`config.mk`:
```
export PLATFORM = sky130hd
export DESIGN_NAME = mem_access_scheduler
export DESIGN_NICKNAME = d
export VERILOG_FILES = /design/src/rtl/mem_access_scheduler.sv
export SDC_FILE = /design/constraint.sdc
export NUM_CORES = 1
export LEC_CHECK = 0
export BUFFER_PORTS_ARGS = -buffer_cell sky130_fd_sc_hd__clkbuf_2
export CAP_MARGIN = 20
export CORE_ASPECT_RATIO = 0.7
export CORE_UTILIZATION = 45
export CTS_BUF_LIST = sky130_fd_sc_hd__clkbuf_8
export DETAILED_ROUTE_END_ITERATION = 7
export MAX_ROUTING_LAYER = met4
export PLACE_DENSITY = 0.7
export SLEW_MARGIN = 10
export SYNTH_ARGS = -nofsm -noshare
export SYNTH_HDL_FRONTEND = slang
export SYNTH_SLANG_ARGS = --single-unit
export TNS_END_PERCENT = 50
```
`constraint.sdc`:
```
create_clock -name clk -period 3.3 [get_ports clk]
set_input_delay 0 -clock clk [delete_from_list [all_inputs] [get_ports clk]]
set_output_delay 0 -clock clk [all_outputs]
set_load 0.05 [all_outputs]
```
`src/rtl/mem_access_scheduler.sv`:
```
// Round-robin scheduler sharing one main-memory port among NUM_REQ cache controllers,
// with a req/ack watchdog. Define WB_PRIORITY_EN to favour writeback requesters.
module mem_access_scheduler #(
  parameter int NUM_REQ  = 4,
  parameter int MAX_WAIT = 15,
  parameter int IDX_W    = 2
) (
  input  logic               clk,
  input  logic               rst,
  input  logic [NUM_REQ-1:0] req,
  input  logic [NUM_REQ-1:0] req_wr,
  output logic [NUM_REQ-1:0] gnt,
  output logic [NUM_REQ-1:0] done,
  output logic               mem_req,
  output logic               mem_wr,
  input  logic               mem_ack,
  output logic               timeout_err,
  output logic [IDX_W-1:0]   cur_id
);

  typedef enum logic [1:0] {
    IDLE     = 2'b00,
    GRANT    = 2'b01,
    MEM_WAIT = 2'b10,
    RELEASE  = 2'b11
  } state_t;

  // wait_cnt_q counts MEM_WAIT cycles already completed, so the current cycle is the
  // MAX_WAIT-th one when it equals MAX_WAIT-1; the counter reads MAX_WAIT on exit.
  localparam logic [7:0] EXPIRE_CNT = 8'(MAX_WAIT - 1);
  localparam logic [7:0] CNT_MAX    = 8'hFF;

  state_t               state_q, state_d;
  logic [NUM_REQ-1:0]   gnt_q, gnt_d;
  logic [NUM_REQ-1:0]   done_q, done_d;
  logic                 mem_req_q, mem_req_d;
  logic                 mem_wr_q, mem_wr_d;
  logic                 timeout_err_q, timeout_err_d;
  logic [IDX_W-1:0]     cur_id_q, cur_id_d;
  logic [IDX_W-1:0]     rr_ptr_q, rr_ptr_d;
  logic                 wr_q, wr_d;
  logic [7:0]           wait_cnt_q, wait_cnt_d;

  logic [NUM_REQ-1:0]   cand;
  logic                 win_found;
  logic [IDX_W-1:0]     win_idx;
  logic [IDX_W-1:0]     scan_idx;
  logic                 expire;

`ifdef WB_PRIORITY_EN
  assign cand = (|(req & req_wr)) ? (req & req_wr) : req;
`else
  assign cand = req;
`endif

  // First candidate after rr_ptr, wrapping; rr_ptr itself is scanned last.
  always_comb begin
    win_found = 1'b0;
    win_idx   = '0;
    scan_idx  = '0;
    for (int k = 1; k <= NUM_REQ; k++) begin
      scan_idx = rr_ptr_q + IDX_W'(k);
      if (!win_found && cand[scan_idx]) begin
        win_found = 1'b1;
        win_idx   = scan_idx;
      end
    end
  end

  assign expire = (wait_cnt_q == EXPIRE_CNT);

  always_comb begin
    state_d       = state_q;
    gnt_d         = gnt_q;
    done_d        = '0;
    mem_req_d     = mem_req_q;
    mem_wr_d      = mem_wr_q;
    timeout_err_d = timeout_err_q;
    cur_id_d      = cur_id_q;
    rr_ptr_d      = rr_ptr_q;
    wr_d          = wr_q;
    wait_cnt_d    = wait_cnt_q;

    case (state_q)
      IDLE: begin
        if (win_found) begin
          gnt_d    = NUM_REQ'(1) << win_idx;
          cur_id_d = win_idx;
          wr_d     = req_wr[win_idx];
          state_d  = GRANT;
        end
      end
      GRANT: begin
        mem_req_d  = 1'b1;
        mem_wr_d   = wr_q;
        wait_cnt_d = '0;
        state_d    = MEM_WAIT;
      end
      MEM_WAIT: begin
        wait_cnt_d = (wait_cnt_q == CNT_MAX) ? wait_cnt_q : wait_cnt_q + 8'd1;
        if (mem_ack || expire) begin
          mem_req_d        = 1'b0;
          mem_wr_d         = 1'b0;
          done_d[cur_id_q] = 1'b1;
          state_d          = RELEASE;
          // An ack arriving on the expiry cycle wins over the watchdog.
          if (!mem_ack) begin
            timeout_err_d = 1'b1;
          end
        end
      end
      RELEASE: begin
        if (!req[cur_id_q]) begin
          gnt_d    = '0;
          rr_ptr_d = cur_id_q;
          cur_id_d = '0;
          state_d  = IDLE;
        end
      end
      default: begin
        state_d = IDLE;
      end
    endcase
  end

  always_ff @(posedge clk or negedge rst) begin
    if (!rst) begin
      state_q       <= IDLE;
      gnt_q         <= '0;
      done_q        <= '0;
      mem_req_q     <= 1'b0;
      mem_wr_q      <= 1'b0;
      timeout_err_q <= 1'b0;
      cur_id_q      <= '0;
      rr_ptr_q      <= IDX_W'(NUM_REQ - 1);
      wr_q          <= 1'b0;
      wait_cnt_q    <= '0;
    end else begin
      state_q       <= state_d;
      gnt_q         <= gnt_d;
      done_q        <= done_d;
      mem_req_q     <= mem_req_d;
      mem_wr_q      <= mem_wr_d;
      timeout_err_q <= timeout_err_d;
      cur_id_q      <= cur_id_d;
      rr_ptr_q      <= rr_ptr_d;
      wr_q          <= wr_d;
      wait_cnt_q    <= wait_cnt_d;
    end
  end

  assign gnt         = gnt_q;
  assign done        = done_q;
  assign mem_req     = mem_req_q;
  assign mem_wr      = mem_wr_q;
  assign timeout_err = timeout_err_q;
  assign cur_id      = cur_id_q;

endmodule

```
==> Word level (Yosys, flattened, before mapping) <==
Cells that the tools add are included.
{ "totals": {"register_bits": 26, "input_bits": 11, "out_inout_bits": 13, "wordCells": 89} }
{ "op_classes": {"add_sub_neg": 4, "magnitude_cmp": 7, "n_eq_ne": 9, "shift": 1, "mux": 38, "n_bitwise": 2, "n_reduce_logical": 18} }
{ "ops": {"columns": ["operator", "n"], "rows": [
  ["< comparator 2 x 3 -> 1 bit, second input constant", 6],
  ["2-to-1 mux 2 bit", 8],
  ["2-to-1 mux 4 bit", 4],
  ["one-hot mux 8 bit (2 select lines)", 1],
  ["binary-select mux 1 bit (select 2 bit)", 6],
  ["2-to-1 mux 1 bit", 12],
  ["AND reduction 3 bit", 3],
  ["adder 8 x 1 -> 8 bit, second input constant", 1],
  ["equality test 8 x 4 -> 1 bit, second input constant", 1],
  ["equality test 8 bit, second input constant", 1],
  ["2-to-1 mux 8 bit", 1],
  ["!= test 2 bit, second input constant", 4],
  ["one-hot mux 2 bit (4 select lines)", 1],
  ["one-hot mux 4 bit (2 select lines)", 1],
  ["AND reduction 2 bit", 4],
  ["adder 2 bit, second input constant", 2],
  ["equality test 2 bit, second input constant", 2],
  ["logical AND 1 bit", 4],
  ["one-hot mux 1 bit (2 select lines)", 2],
  ["one-hot mux 2 bit (2 select lines)", 1],
  ["nonzero test 2 bit", 2],
  ["<< shifter 1 x 2 -> 4 bit, first input constant", 1],
  ["logical NOT 1 bit", 3],
  ["adder 2 x 1 -> 2 bit, second input constant", 1],
  ["other kinds (6)", 7]
]} }

==> Logic depth before layout (Yosys ltp) <==
Gate-level depths: netlist of the first run.
{ "depth": {"depth_word": 16, "mapped_depth": 8, "ltp_nobuf": 7} }

==> Worst setup path after synthesis of the first run <==
OpenSTA, ideal clock, no wires.
{ "synth_timing": {"path_type": "register to register", "start": "register cur_id_q[0], in the netlist cur_id[0]", "end": "register state_q[1]", "setup_time_ns": 0.128, "t_arrival_ns": 1.945, "required_ns": 3.172, "setup_slack_ns": 1.228, "stages_incl_launch_ff": 5, "path_buffers": 0, "period_less_slack_ns": 2.072, "path_cell_list": "dfrtp_1 > mux4_2 > a22o_2 > a21oi_2 > mux2_1"} }
{ "synth_between": {"elab_chain_cells": 4} }
{ "synth_lines": {"columns": ["item", "line", "rtl"], "rows": [
  ["start, declared", "39", "logic [IDX_W-1:0] cur_id_q, cur_id_d;"],
  ["start signal, assigned", "145", "cur_id_q <= cur_id_d;"],
  ["binary-select mux 1 bit (select 2 bit)", "113", "if (!req[cur_id_q]) begin"],
  ["2-to-1 mux 1 bit (not written as such)", "113", null],
  ["!= test 2 bit (no line)", null, null],
  ["AND reduction 3 bit (no line)", null, null],
  ["end signal, assigned", "139", "state_q <= state_d;"],
  ["end, declared", "33", "state_t state_q, state_d;"]
]} }
No other way between the ends. The select of a mux whose other input is x is not followed.
A chain may end at the register's enable or synchronous reset.

==> Worst setup path in the final report of the first run <==
{ "layout_timing": {"start": "register rr_ptr_q[1]", "end": "register wr_q"} }
{ "layout_between": {"elab_chain_cells": 15, "word_cells_on_any_way": 28, "classes_between": "add/sub: 3; mux: 18; reduce/logical: 7"} }
{ "layout_lines": {"columns": ["item", "line", "rtl"], "rows": [
  ["start, declared", "40", "logic [IDX_W-1:0] rr_ptr_q, rr_ptr_d;"],
  ["start signal, assigned", "135", "rr_ptr_q <= IDX_W'(NUM_REQ - 1);"],
  ["start signal, assigned", "146", "rr_ptr_q <= rr_ptr_d;"],
  ["adder 2 x 1 -> 2 bit", "62", "scan_idx = rr_ptr_q + IDX_W'(k);"],
  ["binary-select mux 1 bit (select 2 bit)", "63", "if (!win_found && cand[scan_idx]) begin"],
  ["2-to-1 mux 1 bit (not written as such)", "63", null],
  ["2-to-1 mux 1 bit", "63", null],
  ["logical NOT 1 bit", "63", null],
  ["logical AND 1 bit", "63", null],
  ["2-to-1 mux 1 bit", "63", null],
  ["logical NOT 1 bit", "63", null],
  ["logical AND 1 bit", "63", null],
  ["2-to-1 mux 1 bit", "63", null],
  ["logical NOT 1 bit", "63", null],
  ["logical AND 1 bit", "63", null],
  ["2-to-1 mux 2 bit", "63", null],
  ["binary-select mux 1 bit (select 2 bit)", "89", "wr_d = req_wr[win_idx];"],
  ["2-to-1 mux 1 bit (not written as such)", "89", null],
  ["end signal, assigned", "147", "wr_q <= wr_d;"],
  ["end, declared", "41", "logic wr_q, wr_d;"]
]} }
Parallel ways exist; a longest one is shown, timed or not. The select of a mux whose other input is x is not followed.

==> results.md, run 1 <==
* Buf+Inv Stages, Crit Path at 0
* Net Sw Power at 0.000623 W
* DRT Wirelength at 2980 um
* Initial antenna violation count at 0
* Later-pin clock latency in the skew report at 270 ps
* Unrepaired setup endpoints after global routing: false
* Post-synth ARST share at 100%
* Cts bufs inserted at 3
* Worst R2R End: wr_q$_DFFE_PN0P_
* Cells after DPL at 186
* Die area at 3300 um2
* Register-to-Register Path Depth at 5
* CP endpoint kind: register
* Finished Layout Cells at 192
* Rel. slew slack at 54.9%
* FF-to-FF Start: rr_ptr_q[1]$_DFFE_PN1P_
* Critical path type: reg2reg
* YS warnings at 0
* Register-to-register setup slack at ~1400 ps
* Worst Clk Skew at roughly 7.5 ps
* Crit path cell chain: mux2i_1, o22ai_1, nor2_1, mux2_2, a221o_1
* Tot GR Track Use at between 20% and 30%
* Share of layout cells above drive strength 1 at 24.4%
* Area Growth Syn to Fin at 16.5%
* Post-Syn Area per Cell at 10.7 um2
* Clock Sinks at 26
* Number of port buffers at 23
* Die Span Y at 48.4 um
* Vias/cell at 5.61
* Post-synth EDFFs at 0
* Drt drc at 0
* Die W at about 68 um
* Floorplan core area at 2860 um2
* Combinational Power Share at 48.3%
* Detailed Routing Iterations Pass 1 at 4
* Worst Hold Endpoint: wr_q$_DFFE_PN0P_
* Status: complete, no violations
* Max cap viols at 0
* Post-synthesis sequential area ratio at 47.3%
* Net count after synthesis at 147
* WL/cell at 15.5 um
* Worst min path class: in2reg
* P_leak at between 0.7 and 0.8 nW
* Min-Delay Startpoint: req_wr[3]
* CTS tree: done
* Pin count of the biggest net entering global routing at 27
* Clock buffer depth at 2
* Final GP Congestion at 0.932
* Maximum VDD drop at 0.351 mV
* Netlist cell types at 46
* Fillers at about 250
* Vias in the first global route at 1035
* Crit path max fanout at 7
* Achievable frequency at 0.520 GHz
* First-pass GRT wire length at 4970 um
* Sequential group share of total power at 36.8%
* Crit path launch: rr_ptr_q[1]$_DFFE_PN1P_
* Initial core utilization at roughly half
* Post-route setup TNS at 0 ps
* Final ANT Viol Nets at 0
* # Post-CTS Setup Buffers at 0
* Hold Path Depth at 3
* Initial drt markers at 54
* Pwr Total at approximately 0.0014 W
* CP required at between 3000 and 4000 ps
* Max stage delay on crit path at 600 ps
* Power Density at roughly 860 nW/um2
* Final slew viol count at 0
* Actual slew at the worst max-slew pin at roughly 680 ps
* Cts repair resizes at 0
* Final WS setup at roughly 1400 ps
* Hpwl dp at ~2200 um
* Hold_buf cts at 2
* Final net count at 175
* Worst Setup Slack post-DPL at 1370 ps
* Yosys reg bits at 26
* Min Hold Slack at 92.3 ps
* Crit path DAT at 2080 ps
* Clock power frac at 14.9%
* Critical-path top delay cell: dfstp_2
* CTS H-Tree Depth at 1
* Vias at 1078
* IO Pins at 24
* Final hold vios at 0
* CP delay by family, top: flip-flops
* Setup-failing EPs final at 0
* Grt total ovfl at 0
* Setup crit start kind: register
* # diodes at 0
* Sw Ratio at 45.3%
* Syn Inst Count at 129
* Top FF cell, synth: dfrtp_1
* Reg clk slew, reported paths at 80 ps
* Root buffer cell: clkbuf_8
* FP Rows at 16
* Synthesized cell area at around 1400 um2
* Final min period at just under 2000 ps
* Fin crit share at 58.3%
* Cell-internal power at 0.000754 W
-- how the worst max path moves through the flow --
| stage | endpoint | cells after the start |
|---|---|---|
| 6_report | wr_q$_DFFE_PN0P_ | 5 |
| 2_1_floorplan | state_q[1]$_DFFE_PN0P_ | 4 |
| 3_3_place_gp | wr_q$_DFFE_PN0P_ | 5 |
| 5_1_grt | wait_cnt_q[3]$_DFFE_PN0P_ | 6 |
| 3_5_place_dp | wr_q$_DFFE_PN0P_ | 5 |
| 4_1_cts | wr_q$_DFFE_PN0P_ | 5 |
-- area by class of cell --
| class | count | area (um2) | area share (%) |
|---|---|---|---|
| Clock buffer | 4 | 55.1 | 3.42 |
| Sequential cell | 26 | 653 | 40.6 |
| Inverter | 5 | 18.8 | 1.17 |
| Timing Repair Buffer | 25 | 135 | 8.40 |
| Multi-Input combinational cell | 96 | 702 | 43.6 |
| Tap cell | 36 | 45.0 | 2.80 |
-- layout by cell type (no fill, tap or decap), types with 3 or more instances in the layout --
| master | count |
|---|---|
| mux2_1 | 4 |
| nor2_1 | 8 |
| clkbuf_8 | 4 |
| clkbuf_2 | 23 |
| dfrtp_1 | 24 |
| nor2b_1 | 6 |
| inv_1 | 5 |
| nor3b_1 | 4 |
| nand2_1 | 7 |
| o21ai_0 | 5 |
| ha_1 | 7 |
| o21ai_1 | 4 |
| nand2b_1 | 3 |
| a21oi_1 | 6 |
| nand3_1 | 3 |
| o31ai_1 | 3 |
-- metal layers --
layer  up-vias  share of wire (%)  GRT usage (%)
met5         -                  0              -
met4         0               0.74           5.21
met3         2                6.2           4.95
met2        30                 45           30.9
met1       517                 48           28.8
li1        529                  -              -
-- synth_stat cells, drive strengths merged (4+ instances only) --
cell type	n	area share [%]
nor3b	4	2.2
mux2	5	4.1
dfrtp	24	43
nand2	7	1.9
nor2	8	2.2
inv	5	1.4
a21oi	7	2.8
ha	7	6.3
nor2b	6	2.7
o21ai	9	3.3
-- tightest hold or removal path, delay by kind of cell --
family / cells / cell delay (ps)
buf+inv: 1 / 70
mux: 1 / 130
compound gates: 1 / 120
-- kinds of logic after synthesis --
logic type | synth area share, %
compound gates | 17.8
flops | 47.3
fa+ha+maj | 6.34
xor+xnor | 1.27
buf+inv | 1.90
simple gates | 18.3
mux | 7.16
-- flip-flops by register name, indices dropped and copies added, names as in the netlist --
register and cells:
cur_id 2, done 4, gnt 4, mem_req 1
mem_wr 1, rr_ptr_q 2, state_q 2, timeout_err 1
wait_cnt_q 8, wr_q 1
-- metrics by stage --
step / instance area (um2) / util (%)
final: 1610 / 56.2
after global routing: 1610 / 56.2
after global placement: 1530 / 53.6
after CTS: 1610 / 56.2
after floorplan: 1380 / -
after detailed placement: 1530 / 53.6
-- power by group through the flow --
| stage | Clock (W) | Combinational, W | Sequential [W] |
|---|---|---|---|
| finish | 0.000206 | 0.000665 | 0.000506 |
| global route | 0.000228 | 0.000729 | 0.000521 |
| global placement | 0 | 0.000629 | 0.000501 |
| floorplan | 0 | 0.000367 | 0.000635 |
| detailed placement | 0 | 0.000660 | 0.000509 |
| CTS | 0.000212 | 0.000664 | 0.000505 |
No activity file was read; power rests on OpenSTA's default activity.
==> run 2, diff against run 1 <==
- PLACE_DENSITY: 0.7 -> 0.73
- clock period: 3.3 -> 1.7 ns (I/O delays scaled with it)
==> results.md, run 2 (synthesis gave the netlist of run 1 again) <==
* Vias at 1182 (was 1078)
* Final ANT Viol Nets at 0 (unchanged)
* Reg area at 654 um2 (was 653 um2)
* Initial drt markers at 88 (was 54)
* Grt total ovfl at 0 (unchanged)
* Rel. slew slack at 57.7% (was 54.9%)
* Die Span Y at 48.4 um (unchanged)
* Crit path DAT at 1970 ps (was 2080 ps)
* Worst Clk Skew at 2.74 ps (was 7.51 ps)
* Maximum VDD drop at 0.679 mV (was 0.351 mV)
* Final Instance Area at 1830 um2 (was 1610 um2)
* Final net count at 195 (was 175)
* Later-pin clock latency in the skew report at 270 ps (about the same)
* Multi-input logic area at 768 um2 (was 702 um2)
* Final min period at 1810 ps (was 1920 ps)
* Actual slew at the worst max-slew pin at 634 ps (was 676 ps)
* Drt drc at 0 (unchanged)
* Final WS setup at -113 ps (was 1380 ps)
* Fin crit share at 107% (was 58.3%)
* Cell Area, Placed at 1660 um2 (was 1530 um2)
* Setup crit start kind: register (unchanged)
* Final core occ at 63.8% (was 56.2%)
* Max cap viols at 0 (unchanged)
* Final slew viol count at 0 (unchanged)
* Register-to-register setup slack at -110 ps (was 1380 ps)
* FP Rows at 16 (unchanged)
* Area Growth Syn to Fin at 32.2% (was 16.5%)
* Initial core utilization at 48.3% (unchanged)
* Clock buffer depth at 2 (unchanged)
* # diodes at 0 (unchanged)
* Achievable frequency at 0.551 GHz (was 0.520 GHz)
* WL/cell at 15.9 um (was 15.5 um)
* Most frequent cells in the layout: 23 x dfrtp_1, 23 x clkbuf_2, 20 x buf_4, 7 x nand2_1 (was 24 x dfrtp_1, 23 x clkbuf_2, 8 x nor2_1, 7 x nand2_1, 7 x ha_1)
* Pin count of the biggest net entering global routing at 27 (unchanged)
* Largest Register: wait_cnt_q (unchanged)
* Tot GR Track Use at 23.7% (was 20.9%)
* CTS tree: done (unchanged)
* Final GP Congestion at 0.865 (was 0.932)
* CP required at 1860 ps (was 3460 ps)
* Vias/cell at 5.58 (was 5.61)
* Min Hold Slack at 100 ps (was 92.3 ps)
* Cts bufs inserted at 3 (unchanged)
* IO Pins at 24 (unchanged)
* Cells after DPL at 203 (was 186)
* Failing checks: negative setup slack
* Critical path type: reg2reg (unchanged)
* Detailed Routing Iterations Pass 1 at 4 (unchanged)
* First-pass GRT wire length at 5740 um (was 4970 um)
* Die area at 3300 um2 (unchanged)
* Die W at 68.2 um (unchanged)
* Crit path max fanout at 3 (was 7)
* Finished Layout Cells at 212 (was 192)
* CP endpoint kind: register (unchanged)
* Final hold vios at 0 (unchanged)
* Root buffer cell: clkbuf_8 (unchanged)
* Fillers at 214 (was 251)
* Power Density at 1670 nW/um2 (was 856 nW/um2)
* Reg clk slew, reported paths at 90 ps (was 80 ps)
* Unrepaired setup endpoints after global routing: true (was false)
* Floorplan core area at 2860 um2 (unchanged)
* Worst min path class: in2reg (unchanged)
* Setup-failing EPs final at 2 (was 0)
* Initial antenna violation count at 0 (unchanged)
* Number of port buffers at 23 (unchanged)
* Share of layout cells above drive strength 1 at 38.6% (was 24.4%)
* Max reg flops at 8 (unchanged)
* Hpwl dp at 2420 um (was 2200 um)
* DRT Wirelength at 3370 um (was 2980 um)
* CTS H-Tree Depth at 1 (unchanged)
* Clock Sinks at 26 (unchanged)
* Status: complete, but fails checks (was complete, no violations)
* P_leak at 0.865 nW (was 0.743 nW)
* Vias in the first global route at 1189 (was 1035)
-- run 2: cell count changes in the layout (fill, tap and decap cells not counted), moves of 2 or more --
| cell | change |
|---|---|
| nor2_1 | -2 |
| o21ai_1 | +2 |
| buf_4 | +20 |
| mux2_4 | +2 |
| o21ai_0 | -2 |
-- run 2: area by class of cell --
cell class | count | share of cell area, %
flip-flops and latches | 26 | 35.8
repair buffers | 45 | 15.6
inverters | 5 | 1.03
multi-input cells | 96 | 42.1
well taps | 36 | 2.47
clock buffers | 4 | 3.01
-- run 2: path summary, 6_finish.rpt --
kind / start / to / cells after the start
setup / recovery: rr_ptr_q[1]$_DFFE_PN1P_ / wr_q$_DFFE_PN0P_ / 5
hold / removal: req_wr[3] / wr_q$_DFFE_PN0P_ / 3
setup reg to reg: rr_ptr_q[1]$_DFFE_PN1P_ / wr_q$_DFFE_PN0P_ / 5
hold reg to reg: timeout_err$_DFFE_PN0P_ / timeout_err$_DFFE_PN0P_ / 1
max in group asynchronous: rst / cur_id[0]$_DFFE_PN0P_ / 2
min in group asynchronous: rst / wait_cnt_q[7]$_DFFE_PN0P_ / 2
-- run 2: metrics by stage --
step	setup TNS, ps	power, W	setup slack [ps]
after floorplan	-925	0.00195	-193
after global placement	-82.7	0.00240	-82.5
after detailed placement	-241	0.00248	-224
after CTS	-129	0.00300	-119
after global routing	-511	0.00326	-174
final	-128	0.00305	-113
-- run 2: report_power, final --
group / total (W) / internal, W / leakage (nW) / switching (W)
Sequential: 0.000929 / 0.000806 / 0.333 / 0.000122
Clock: 0.000405 / 0.000207 / 0.0288 / 0.000198
Combinational: 0.00171 / 0.000717 / 0.503 / 0.000995
-- run 2: worst max-delay path, stage by stage, from the launching register on --
cell,delay [ps]
dfstp_2,570
mux2i_2,260
o22ai_2,130
nor2_4,140
mux2_4,320
a221o_1,290
-- run 2: what timing repair did --
action                                 CTS  global route
pin swaps                                3             1
endpoints found under the hold margin   25             0
buffers inserted                         3             0
setup endpoints to repair                3            11
hold buffers                             2             0
gates resized for setup                  8             8
-- run 2: metal layers --
layer | wire length [um] | vias up | GRT usage [%]
li1 | - | 567 | -
met1 | 1610 | 563 | 33.8
met2 | 1510 | 46 | 33.7
met3 | 185 | 6 | 6.13
met4 | 64 | 0 | 5.56
met5 | 0 | - | -
